**config.mk**
```make
export PLATFORM = sky130hd
export DESIGN_NAME = uart_mmio_stream_bridge_flat
export DESIGN_NICKNAME = d
export VERILOG_FILES = /design/src/rtl/uart_mmio_stream_bridge_if.sv /design/src/rtl/uart_mmio_stream_bridge.sv /design/src/flat_wrapper.sv
export SDC_FILE = /design/constraint.sdc
export NUM_CORES = 1
export LEC_CHECK = 0
export ABC_CLOCK_PERIOD_IN_PS = 1500
export CAP_MARGIN = 15
export CORE_ASPECT_RATIO = 0.5
export CORE_UTILIZATION = 32
export DETAILED_ROUTE_END_ITERATION = 8
export GPL_TIMING_DRIVEN = 1
export PLACE_DENSITY = 0.78
export RECOVER_POWER = 50
export SLEW_MARGIN = 20
export SYNTH_ARGS = -nofsm -noshare
export SYNTH_HDL_FRONTEND = slang
export SYNTH_SLANG_ARGS = --single-unit
```
**constraint.sdc**
```tcl
create_clock -name clk -period 1.5 [get_ports clk]
set_clock_uncertainty 0.1 [all_clocks]
set_input_delay 0.225 -clock clk [delete_from_list [all_inputs] [get_ports clk]]
set_output_delay 0.225 -clock clk [all_outputs]
set_load 0.03 [all_outputs]
```
**src/rtl/uart_mmio_stream_bridge_if.sv**
```systemverilog
// rtl/uart_mmio_stream_bridge_if.sv - stream and MMIO signal bundle for the UART stream bridge
`timescale 1ns/1ps

interface uart_mmio_stream_bridge_if;
    // TX byte stream from fabric
    logic [7:0]  s_tx_data;
    logic        s_tx_valid;
    logic        s_tx_ready;
    // RX byte stream to fabric
    logic [7:0]  m_rx_data;
    logic        m_rx_valid;
    logic        m_rx_ready;
    // MMIO bus towards uart_top
    logic [3:0]  addr;
    logic [31:0] wdata;
    logic        wr_en;
    logic        rd_en;
    logic [31:0] rdata;

    // Bridge side
    modport master (
        input  s_tx_data, s_tx_valid,
        output s_tx_ready,
        output m_rx_data, m_rx_valid,
        input  m_rx_ready,
        output addr, wdata, wr_en, rd_en,
        input  rdata
    );

    // Fabric source/sink and UART register file side
    modport slave (
        output s_tx_data, s_tx_valid,
        input  s_tx_ready,
        input  m_rx_data, m_rx_valid,
        output m_rx_ready,
        input  addr, wdata, wr_en, rd_en,
        output rdata
    );
endinterface

```
**src/rtl/uart_mmio_stream_bridge.sv**
```systemverilog
// rtl/uart_mmio_stream_bridge.sv - MMIO master turning byte streams into uart_top register accesses
`timescale 1ns/1ps

module uart_mmio_stream_bridge #(
    parameter logic [3:0]  CTRL_ADDR     = 4'h0,
    parameter logic [3:0]  BAUD_ADDR     = 4'h1,
    parameter logic [3:0]  DATA_ADDR     = 4'h2,
    parameter logic [3:0]  STATUS_ADDR   = 4'h3,
    parameter logic [31:0] CTRL_INIT     = 32'h1,
    parameter logic [15:0] BAUD_DIV_INIT = 16'd27,
    parameter int          TX_FULL_BIT   = 1,
    parameter int          RX_EMPTY_BIT  = 2
) (
    input  logic                      clk,
    input  logic                      rst_n,
    uart_mmio_stream_bridge_if.master bus,
    output logic                      init_done
);

    typedef enum logic [2:0] {
        INIT_BAUD,
        INIT_CTRL,
        POLL,
        POLL_WAIT,
        TX_WR,
        RX_RD,
        RX_WAIT
    } state_t;

    // state_q names the access currently shown on the bus; strobes are
    // registered from the state being entered so they line up with it.
    state_t      state_q, state_d;
    logic        started_q, started_d;
    logic        wr_en_q, wr_en_d;
    logic        rd_en_q, rd_en_d;
    logic        tx_ready_q, tx_ready_d;
    logic [3:0]  addr_q, addr_d;
    logic [31:0] wdata_q, wdata_d;
    logic [7:0]  hold_q, hold_d;
    logic        hold_valid_q, hold_valid_d;
    logic        last_tx_q, last_tx_d;
    logic        init_done_q, init_done_d;

    logic        tx_ok;
    logic        rx_ok;
    logic        rdata_unused;

    // Status decode, meaningful only in POLL_WAIT when rdata carries STATUS
    assign rx_ok        = !bus.rdata[RX_EMPTY_BIT] && !hold_valid_q;
    assign tx_ok        = !bus.rdata[TX_FULL_BIT] && bus.s_tx_valid;
    assign rdata_unused = ^bus.rdata[31:8];

    // Next state, RX holding register and round-robin, then bus strobes for the entered state
    always_comb begin
        state_d      = state_q;
        started_d    = 1'b1;
        wr_en_d      = 1'b0;
        rd_en_d      = 1'b0;
        tx_ready_d   = 1'b0;
        addr_d       = addr_q;
        wdata_d      = wdata_q;
        hold_d       = hold_q;
        hold_valid_d = hold_valid_q;
        last_tx_d    = last_tx_q;
        init_done_d  = init_done_q;

        if (hold_valid_q && bus.m_rx_ready) begin
            hold_valid_d = 1'b0;
        end

        // The first cycle out of reset keeps the bus quiet and then enters INIT_BAUD
        if (!started_q) begin
            state_d = INIT_BAUD;
        end else begin
            case (state_q)
                INIT_BAUD: state_d = INIT_CTRL;
                INIT_CTRL: begin
                    state_d     = POLL;
                    init_done_d = 1'b1;
                end
                POLL:      state_d = POLL_WAIT;
                POLL_WAIT: begin
                    // RX wins a tie unless it was the side served last
                    if (rx_ok && (!tx_ok || last_tx_q)) begin
                        state_d = RX_RD;
                    end else if (tx_ok) begin
                        state_d = TX_WR;
                    end else begin
                        state_d = POLL;
                    end
                end
                TX_WR: begin
                    last_tx_d = 1'b1;
                    state_d   = POLL;
                end
                RX_RD:     state_d = RX_WAIT;
                RX_WAIT: begin
                    hold_d       = bus.rdata[7:0];
                    hold_valid_d = 1'b1;
                    last_tx_d    = 1'b0;
                    state_d      = POLL;
                end
                default:   state_d = POLL;
            endcase
        end

        case (state_d)
            INIT_BAUD: begin
                wr_en_d = 1'b1;
                addr_d  = BAUD_ADDR;
                wdata_d = {16'b0, BAUD_DIV_INIT};
            end
            INIT_CTRL: begin
                wr_en_d = 1'b1;
                addr_d  = CTRL_ADDR;
                wdata_d = CTRL_INIT;
            end
            POLL: begin
                rd_en_d = 1'b1;
                addr_d  = STATUS_ADDR;
            end
            TX_WR: begin
                wr_en_d    = 1'b1;
                tx_ready_d = 1'b1;
                addr_d     = DATA_ADDR;
                wdata_d    = {24'b0, bus.s_tx_data};
            end
            RX_RD: begin
                rd_en_d = 1'b1;
                addr_d  = DATA_ADDR;
            end
            default: ;
        endcase
    end

    // State and registered outputs; reset drops strobes and discards any held RX byte
    always_ff @(posedge clk or negedge rst_n) begin
        if (!rst_n) begin
            state_q      <= INIT_BAUD;
            started_q    <= 1'b0;
            wr_en_q      <= 1'b0;
            rd_en_q      <= 1'b0;
            tx_ready_q   <= 1'b0;
            addr_q       <= 4'h0;
            wdata_q      <= 32'h0;
            hold_q       <= 8'h0;
            hold_valid_q <= 1'b0;
            last_tx_q    <= 1'b1;
            init_done_q  <= 1'b0;
        end else begin
            state_q      <= state_d;
            started_q    <= started_d;
            wr_en_q      <= wr_en_d;
            rd_en_q      <= rd_en_d;
            tx_ready_q   <= tx_ready_d;
            addr_q       <= addr_d;
            wdata_q      <= wdata_d;
            hold_q       <= hold_d;
            hold_valid_q <= hold_valid_d;
            last_tx_q    <= last_tx_d;
            init_done_q  <= init_done_d;
        end
    end

    assign bus.wr_en      = wr_en_q;
    assign bus.rd_en      = rd_en_q;
    assign bus.addr       = addr_q;
    assign bus.wdata      = wdata_q;
    assign bus.s_tx_ready = tx_ready_q;
    assign bus.m_rx_data  = hold_q;
    assign bus.m_rx_valid = hold_valid_q;
    assign init_done      = init_done_q;

endmodule

```
**src/flat_wrapper.sv**
```systemverilog
// flat-port wrapper written by rule: the top's interface ports become plain ports
module uart_mmio_stream_bridge_flat 
#(
    parameter logic [3:0]  CTRL_ADDR     = 4'h0,
    parameter logic [3:0]  BAUD_ADDR     = 4'h1,
    parameter logic [3:0]  DATA_ADDR     = 4'h2,
    parameter logic [3:0]  STATUS_ADDR   = 4'h3,
    parameter logic [31:0] CTRL_INIT     = 32'h1,
    parameter logic [15:0] BAUD_DIV_INIT = 16'd27,
    parameter int          TX_FULL_BIT   = 1,
    parameter int          RX_EMPTY_BIT  = 2
)
  (clk, rst_n, init_done, bus_s_tx_data, bus_s_tx_valid, bus_s_tx_ready, bus_m_rx_data, bus_m_rx_valid, bus_m_rx_ready, bus_addr, bus_wdata, bus_wr_en, bus_rd_en, bus_rdata);
  uart_mmio_stream_bridge_if bus_i ();
  input  logic clk;
  input  logic rst_n;
  output logic init_done;
  input wire logic [$bits(bus_i.s_tx_data)-1:0] bus_s_tx_data;
  input wire logic [$bits(bus_i.s_tx_valid)-1:0] bus_s_tx_valid;
  output wire logic [$bits(bus_i.s_tx_ready)-1:0] bus_s_tx_ready;
  output wire logic [$bits(bus_i.m_rx_data)-1:0] bus_m_rx_data;
  output wire logic [$bits(bus_i.m_rx_valid)-1:0] bus_m_rx_valid;
  input wire logic [$bits(bus_i.m_rx_ready)-1:0] bus_m_rx_ready;
  output wire logic [$bits(bus_i.addr)-1:0] bus_addr;
  output wire logic [$bits(bus_i.wdata)-1:0] bus_wdata;
  output wire logic [$bits(bus_i.wr_en)-1:0] bus_wr_en;
  output wire logic [$bits(bus_i.rd_en)-1:0] bus_rd_en;
  input wire logic [$bits(bus_i.rdata)-1:0] bus_rdata;
  assign bus_i.s_tx_data = bus_s_tx_data;
  assign bus_i.s_tx_valid = bus_s_tx_valid;
  assign bus_s_tx_ready = bus_i.s_tx_ready;
  assign bus_m_rx_data = bus_i.m_rx_data;
  assign bus_m_rx_valid = bus_i.m_rx_valid;
  assign bus_i.m_rx_ready = bus_m_rx_ready;
  assign bus_addr = bus_i.addr;
  assign bus_wdata = bus_i.wdata;
  assign bus_wr_en = bus_i.wr_en;
  assign bus_rd_en = bus_i.rd_en;
  assign bus_i.rdata = bus_rdata;
  uart_mmio_stream_bridge #(.CTRL_ADDR(CTRL_ADDR), .BAUD_ADDR(BAUD_ADDR), .DATA_ADDR(DATA_ADDR), .STATUS_ADDR(STATUS_ADDR), .CTRL_INIT(CTRL_INIT), .BAUD_DIV_INIT(BAUD_DIV_INIT), .TX_FULL_BIT(TX_FULL_BIT), .RX_EMPTY_BIT(RX_EMPTY_BIT)) u_core (.clk(clk), .rst_n(rst_n), .bus(bus_i), .init_done(init_done));
endmodule
```
[Word-level counts from Yosys, hierarchy flattened]
Index checks and enable logic that the tools add are counted.
Word-level totals
  register bits after elaboration: 54
  input bits: 44
  output and inout port bits: 49
  logic and storage cells: 54
Cells by class
  equal/unequal tests: 10
  mux-type cells: 13
  reductions and logical operators: 20
Operators with widths (count)
  32-bit case mux with 3 select lines: 1
  4-bit case mux with 4 select lines: 1
  3-bit equality test (second input constant): 5
  3-bit case mux with 4 select lines: 1
  3-bit by 2-bit equality test with 1-bit output (second input constant): 3
  3-bit 2-to-1 mux: 3
  3-bit by 1-bit equality test with 1-bit output (second input constant): 2
  3-bit zero test: 2
  1-bit 2-to-1 mux: 6
  2-bit AND reduction: 3
  1-bit logical AND: 4
  1-bit zero test: 4
  4-bit nonzero test: 1
  2-bit OR reduction: 2
  3-bit nonzero test: 1
  3-bit OR reduction: 1
  1-bit case mux with 2 select lines: 1
  2-bit nonzero test: 1
  1-bit logical OR: 1

[Logic depth before layout (Yosys ltp)]
  word-level depth: 11
  depth in mapped cells: 5
  depth with buffers taken out: 4

[Worst setup path after synthesis]
No wires, ideal clock.
  kind: register to register
  start point: reg u_core.hold_valid_q, in the netlist u_core.bus.m_rx_valid
  end point: reg u_core.wdata_q[0], in the netlist u_core.bus.wdata[0]
  setup time: 0.141 ns
  data arrival time: 1.503 ns
  data required time: 1.259 ns
  setup slack: -0.244 ns
  cell stages (with the launch flop): 5
  path buffers: 0
  clock period less this slack: 1.744 ns
  path through: dfrtp_1 -> or2_1 -> a2111o_1 -> o21ba_4 -> a22oi_1
Between the ends
  word-level cells in the longest chain between the ends: 8
  elaborated cells on any way between the ends: 11
  those cells by class: eq/ne (2); mux (4); reduce/logical (5)
RTL lines
  start: declaration: RTL line uart_mmio_stream_bridge.sv:40  | logic hold_valid_q, hold_valid_d;
  start signal: assignment: RTL line uart_mmio_stream_bridge.sv:159  | hold_valid_q <= hold_valid_d;
  1-bit zero test *: RTL line uart_mmio_stream_bridge.sv:49  | assign rx_ok = !bus.rdata[RX_EMPTY_BIT] && !hold_valid_q;
  1-bit logical AND *: RTL line uart_mmio_stream_bridge.sv:49
  1-bit logical AND *: RTL line uart_mmio_stream_bridge.sv:84  | if (rx_ok && (!tx_ok || last_tx_q)) begin
  3-bit 2-to-1 mux *: RTL line uart_mmio_stream_bridge.sv:84
  3-bit case mux with 4 select lines *: RTL line uart_mmio_stream_bridge.sv:75  | case (state_q)
  3-bit 2-to-1 mux *: RTL line uart_mmio_stream_bridge.sv:72  | if (!started_q) begin
  3-bit equality test (tied with other cells): RTL line uart_mmio_stream_bridge.sv:107  | case (state_d)
  32-bit case mux with 3 select lines or 3-bit nonzero test (tied branches)
  end signal: assignment: RTL line uart_mmio_stream_bridge.sv:157  | wdata_q <= wdata_d;
  end: declaration: RTL line uart_mmio_stream_bridge.sv:38  | logic [31:0] wdata_q, wdata_d;
Every way passes the cells marked *; elsewhere a longest branch is shown, timed or not. The select of a mux whose other input is x is not followed.
A chain may end at the register's enable or synchronous reset.

[Worst setup path in the final report]
  start point: in bus_s_tx_valid
  end point: reg u_core.wdata_q[5], in the netlist u_core.bus.wdata[5]
Between the ends
  word-level cells in the longest chain between the ends: 9
  elaborated cells on any way between the ends: 13
  those cells by class: eq/ne (2); mux (5); reduce/logical (6)
RTL lines
  start: declaration: RTL line flat_wrapper.sv:19  | input wire logic [$bits(bus_i.s_tx_valid)-1:0] bus_s_tx_valid;
  1-bit logical AND *: RTL line uart_mmio_stream_bridge.sv:50  | assign tx_ok = !bus.rdata[TX_FULL_BIT] && bus.s_tx_valid;
  1-bit zero test: RTL line uart_mmio_stream_bridge.sv:84
  1-bit logical OR: RTL line uart_mmio_stream_bridge.sv:84
  1-bit logical AND: RTL line uart_mmio_stream_bridge.sv:84
  3-bit 2-to-1 mux *: RTL line uart_mmio_stream_bridge.sv:84
  3-bit case mux with 4 select lines *: RTL line uart_mmio_stream_bridge.sv:75
  3-bit 2-to-1 mux *: RTL line uart_mmio_stream_bridge.sv:72
  3-bit equality test (tied with other cells): RTL line uart_mmio_stream_bridge.sv:107
  32-bit case mux with 3 select lines or 3-bit nonzero test (tied branches)
Marked as above.

==> results.sh <==
export IMPL_fp_coreArea_um2=4000
export IMPL_initial_core_util=0.343
export IMPL_yosysSeqAreaShare=0.511
export IMPL_path_cells="clkdlybuf4s50_1 > nand2b_4 > a2111o_1 > o21ba_4 > a22o_1"
export IMPL_wl_um=3010
export IMPL_drv_cap=0
export IMPL_first_global_vias=1067
export IMPL_io_buffers=42
export IMPL_crit_buf_inv=1
export IMPL_yosys_most_used_dff="dfrtp_1"
export IMPL_nets=220
export IMPL_critPathMaxStageDelay_ns=0.55
export IMPL_dp_cells=222
export IMPL_dr_total_vias=1017
export IMPL_endpoint_kind="flop"
export IMPL_run_status="finished, violations left"
export IMPL_cts_max_level=1
export IMPL_io_pins=93
export IMPL_fmax_mhz=617
export IMPL_clk_latency_ns=0.28
export IMPL_syn_instance_count=115
export IMPL_cts_tree="done"
export IMPL_ys_ff_latch=28
export IMPL_hold_buffers=0
export IMPL_rows=16
export IMPL_chipWidth_um=94.6
export IMPL_ant_nets=0
export IMPL_power_w=0.00208
export IMPL_cts_path_max_buffers=2
export IMPL_remaining_drc_errors=0
export IMPL_drt_iter0_drc=62
export IMPL_power_density_nw_per_um2=1060
export IMPL_vdd_drop_max_v=0.000478
export IMPL_via_per_inst=4.44
export IMPL_synth_avg_cell_area_um2=11.9
export IMPL_dp_hpwl_um=2180
export IMPL_worst_slew_pin_slew_ns=0.538
export IMPL_n_antenna_cell=0
export IMPL_synth_edf_count=0
export IMPL_die_area_um2=4570
export IMPL_gp_congestion=0.789
export IMPL_cts_made_buffers=3
export IMPL_grt_overflow=0
export IMPL_max_slew_margin=0.642
export IMPL_antenna_found_initial=0
export IMPL_slowest_stage="clkdlybuf4s50_1"
export IMPL_netlist_area_um2=1370
export IMPL_async_flop_share=1.00
export IMPL_arrival_ns=1.74
export IMPL_fin_hold_ws_ns=0.162
export IMPL_startpoint_type="primary input"
export IMPL_grt_pass1_wl_um=5020
export IMPL_period_share=1.08
export IMPL_hold_violations=0
export IMPL_fin_cells=229
export IMPL_die_h_um=48.3
export IMPL_cp_top_family="compound AO/OA/AOI/OAI gates"
export IMPL_cts_root_buf="clkbuf_8"
export IMPL_synth_distinct_cells=36
export IMPL_synth_warnings=0
export IMPL_wl_per_cell_um=13.1
export IMPL_leakage_nw=0.942
export IMPL_timing_final_ws_setup_ns=-0.121
export IMPL_failed_checks="setup timing"
export IMPL_hold_class="primary input to async pin"
export IMPL_drtPass1Iterations=4
export IMPL_final_max_slew_viol_count=0
export IMPL_grtUsageTotal=0.145
export IMPL_fin_crit_ns=1.62
export IMPL_layout_drive_gt1_share=0.251
export IMPL_grt_max_degree=23
export IMPL_setup_viol=15
export IMPL_clkSinkCount=28
export IMPL_area_delta_synth_final_pct=43.2
export IMPL_path_max_fanout=6
export IMPL_rsz0062_at_grt="true"
export IMPL_critPathKind="primary input to flop"
export IMPL_crit_required_ns=1.62
export IMPL_path_clk_slew_ns=0.09
-- synth_stat cells, types with 2 or more instances --
cell,count,area [um^2]
a21o_1,3,22.5
dfrtp_1,27,676
o21ai_0,3,15.0
inv_1,7,26.3
a22o_1,4,35.0
nand3_1,2,10.0
a21oi_1,4,20.0
conb_1,2,7.51
buf_4,26,195
a41o_1,3,30.0
mux2_2,8,90.1
nand2_1,2,7.51
-- metal layers --
layer	routed length, um	vias to the layer above	global-route usage
met2	1640	30	0.269
li1	-	472	-
met5	0	-	0
met1	1230	510	0.163
met4	37	0	0.0530
met3	103	5	0.0314
-- report_power, final --
part	leakage [nW]	internal [W]	switching, W
sequential	0.335	0.000839	0.0000524
combinational	0.572	0.000220	0.000372
clock	0.0357	0.000358	0.000239
-- cell families after synthesis --
kind of cell           share of synthesized area
buffers and inverters                      0.177
AOI/OAI and AO/OA                          0.173
DFF                                        0.511
and+or+nand+nor                           0.0675
muxes                                     0.0656
other                                    0.00547
-- flip-flops by register name, summed over array words and instances, names as in the netlist, 2 cells and up --
signal,flops
u_core.bus.addr,2
u_core.bus.m_rx_data,8
u_core.bus.wdata,8
u_core.state_q,3
-- final timing paths --
| kind | endpoint | slack (ns) | startpoint | cells past startpoint |
|---|---|---|---|---|
| worst max-delay path | u_core.bus.wdata[5]$_DFFE_PN0P_ | -0.12 | bus_s_tx_valid | 5 |
| worst min-delay path | u_core.bus.m_rx_data[7]$_DFFE_PN0P_ | 0.16 | rst_n | 1 |
| worst max register to register | u_core.bus.wdata[5]$_DFFE_PN0P_ | -0.12 | u_core.bus.m_rx_valid$_DFF_PN0_ | 4 |
| worst min register to register | u_core.init_done$_DFFE_PN0P_ | 0.38 | u_core.init_done$_DFFE_PN0P_ | 1 |
| max in group asynchronous | u_core.bus.rd_en$_DFF_PN0_ | 0.32 | rst_n | 2 |
| min in group clk | u_core.init_done$_DFFE_PN0P_ | 0.38 | u_core.init_done$_DFFE_PN0P_ | 1 |
-- layout by cell type, fill, tap and decap left out, types with 3 or more instances in the layout --
master            n
conb_1           27
dfrtp_1          26
dlygate4sd2_1    22
clkdlybuf4s50_1  18
buf_4            14
mux2_2            8
inv_1             7
a21oi_1           4
a22o_1            4
o21ai_0           3
a41o_1            3
a21o_1            3
clkbuf_8          3
-- worst reg2reg max path, stage by stage (launching register included) --
cell	delay (ns)
dfrtp_2	0.41
or2_4	0.24
a2111o_1	0.39
o21ba_4	0.27
a22o_1	0.15
-- final cells by class --
class,count,area (um^2)
Fill cell,363,2040
Sequential cell,28,703
Multi-Input combinational cell,77,584
Timing Repair Buffer,59,513
Tap cell,54,67.6
Clock buffer,3,41.3
Clock inverter,1,30.0
Inverter,7,26.3
-- metrics by stage --
| stage | setup TNS (ns) | util | setup slack [ns] | instance area (um^2) |
|---|---|---|---|---|
| final | -0.733 | 0.491 | -0.121 | 1970 |
| after global routing | -1.85 | 0.491 | -0.172 | 1970 |
| after CTS | -0.678 | 0.493 | -0.125 | 1980 |
| after detailed placement | -5.09 | 0.466 | -0.422 | 1860 |
| after global placement | -4.76 | 0.466 | -0.404 | 1860 |
| after floorplan | -1.05 | - | -0.178 | 1470 |
-- repair_timing --
item                                    4_1_cts  5_1_grt
pin swaps                                     4        2
cloned                                        1        0
buffers inserted                              2        0
gates resized for setup                      33        2
endpoints found under the setup margin       35       13
(Power assumes the default switching activity.)
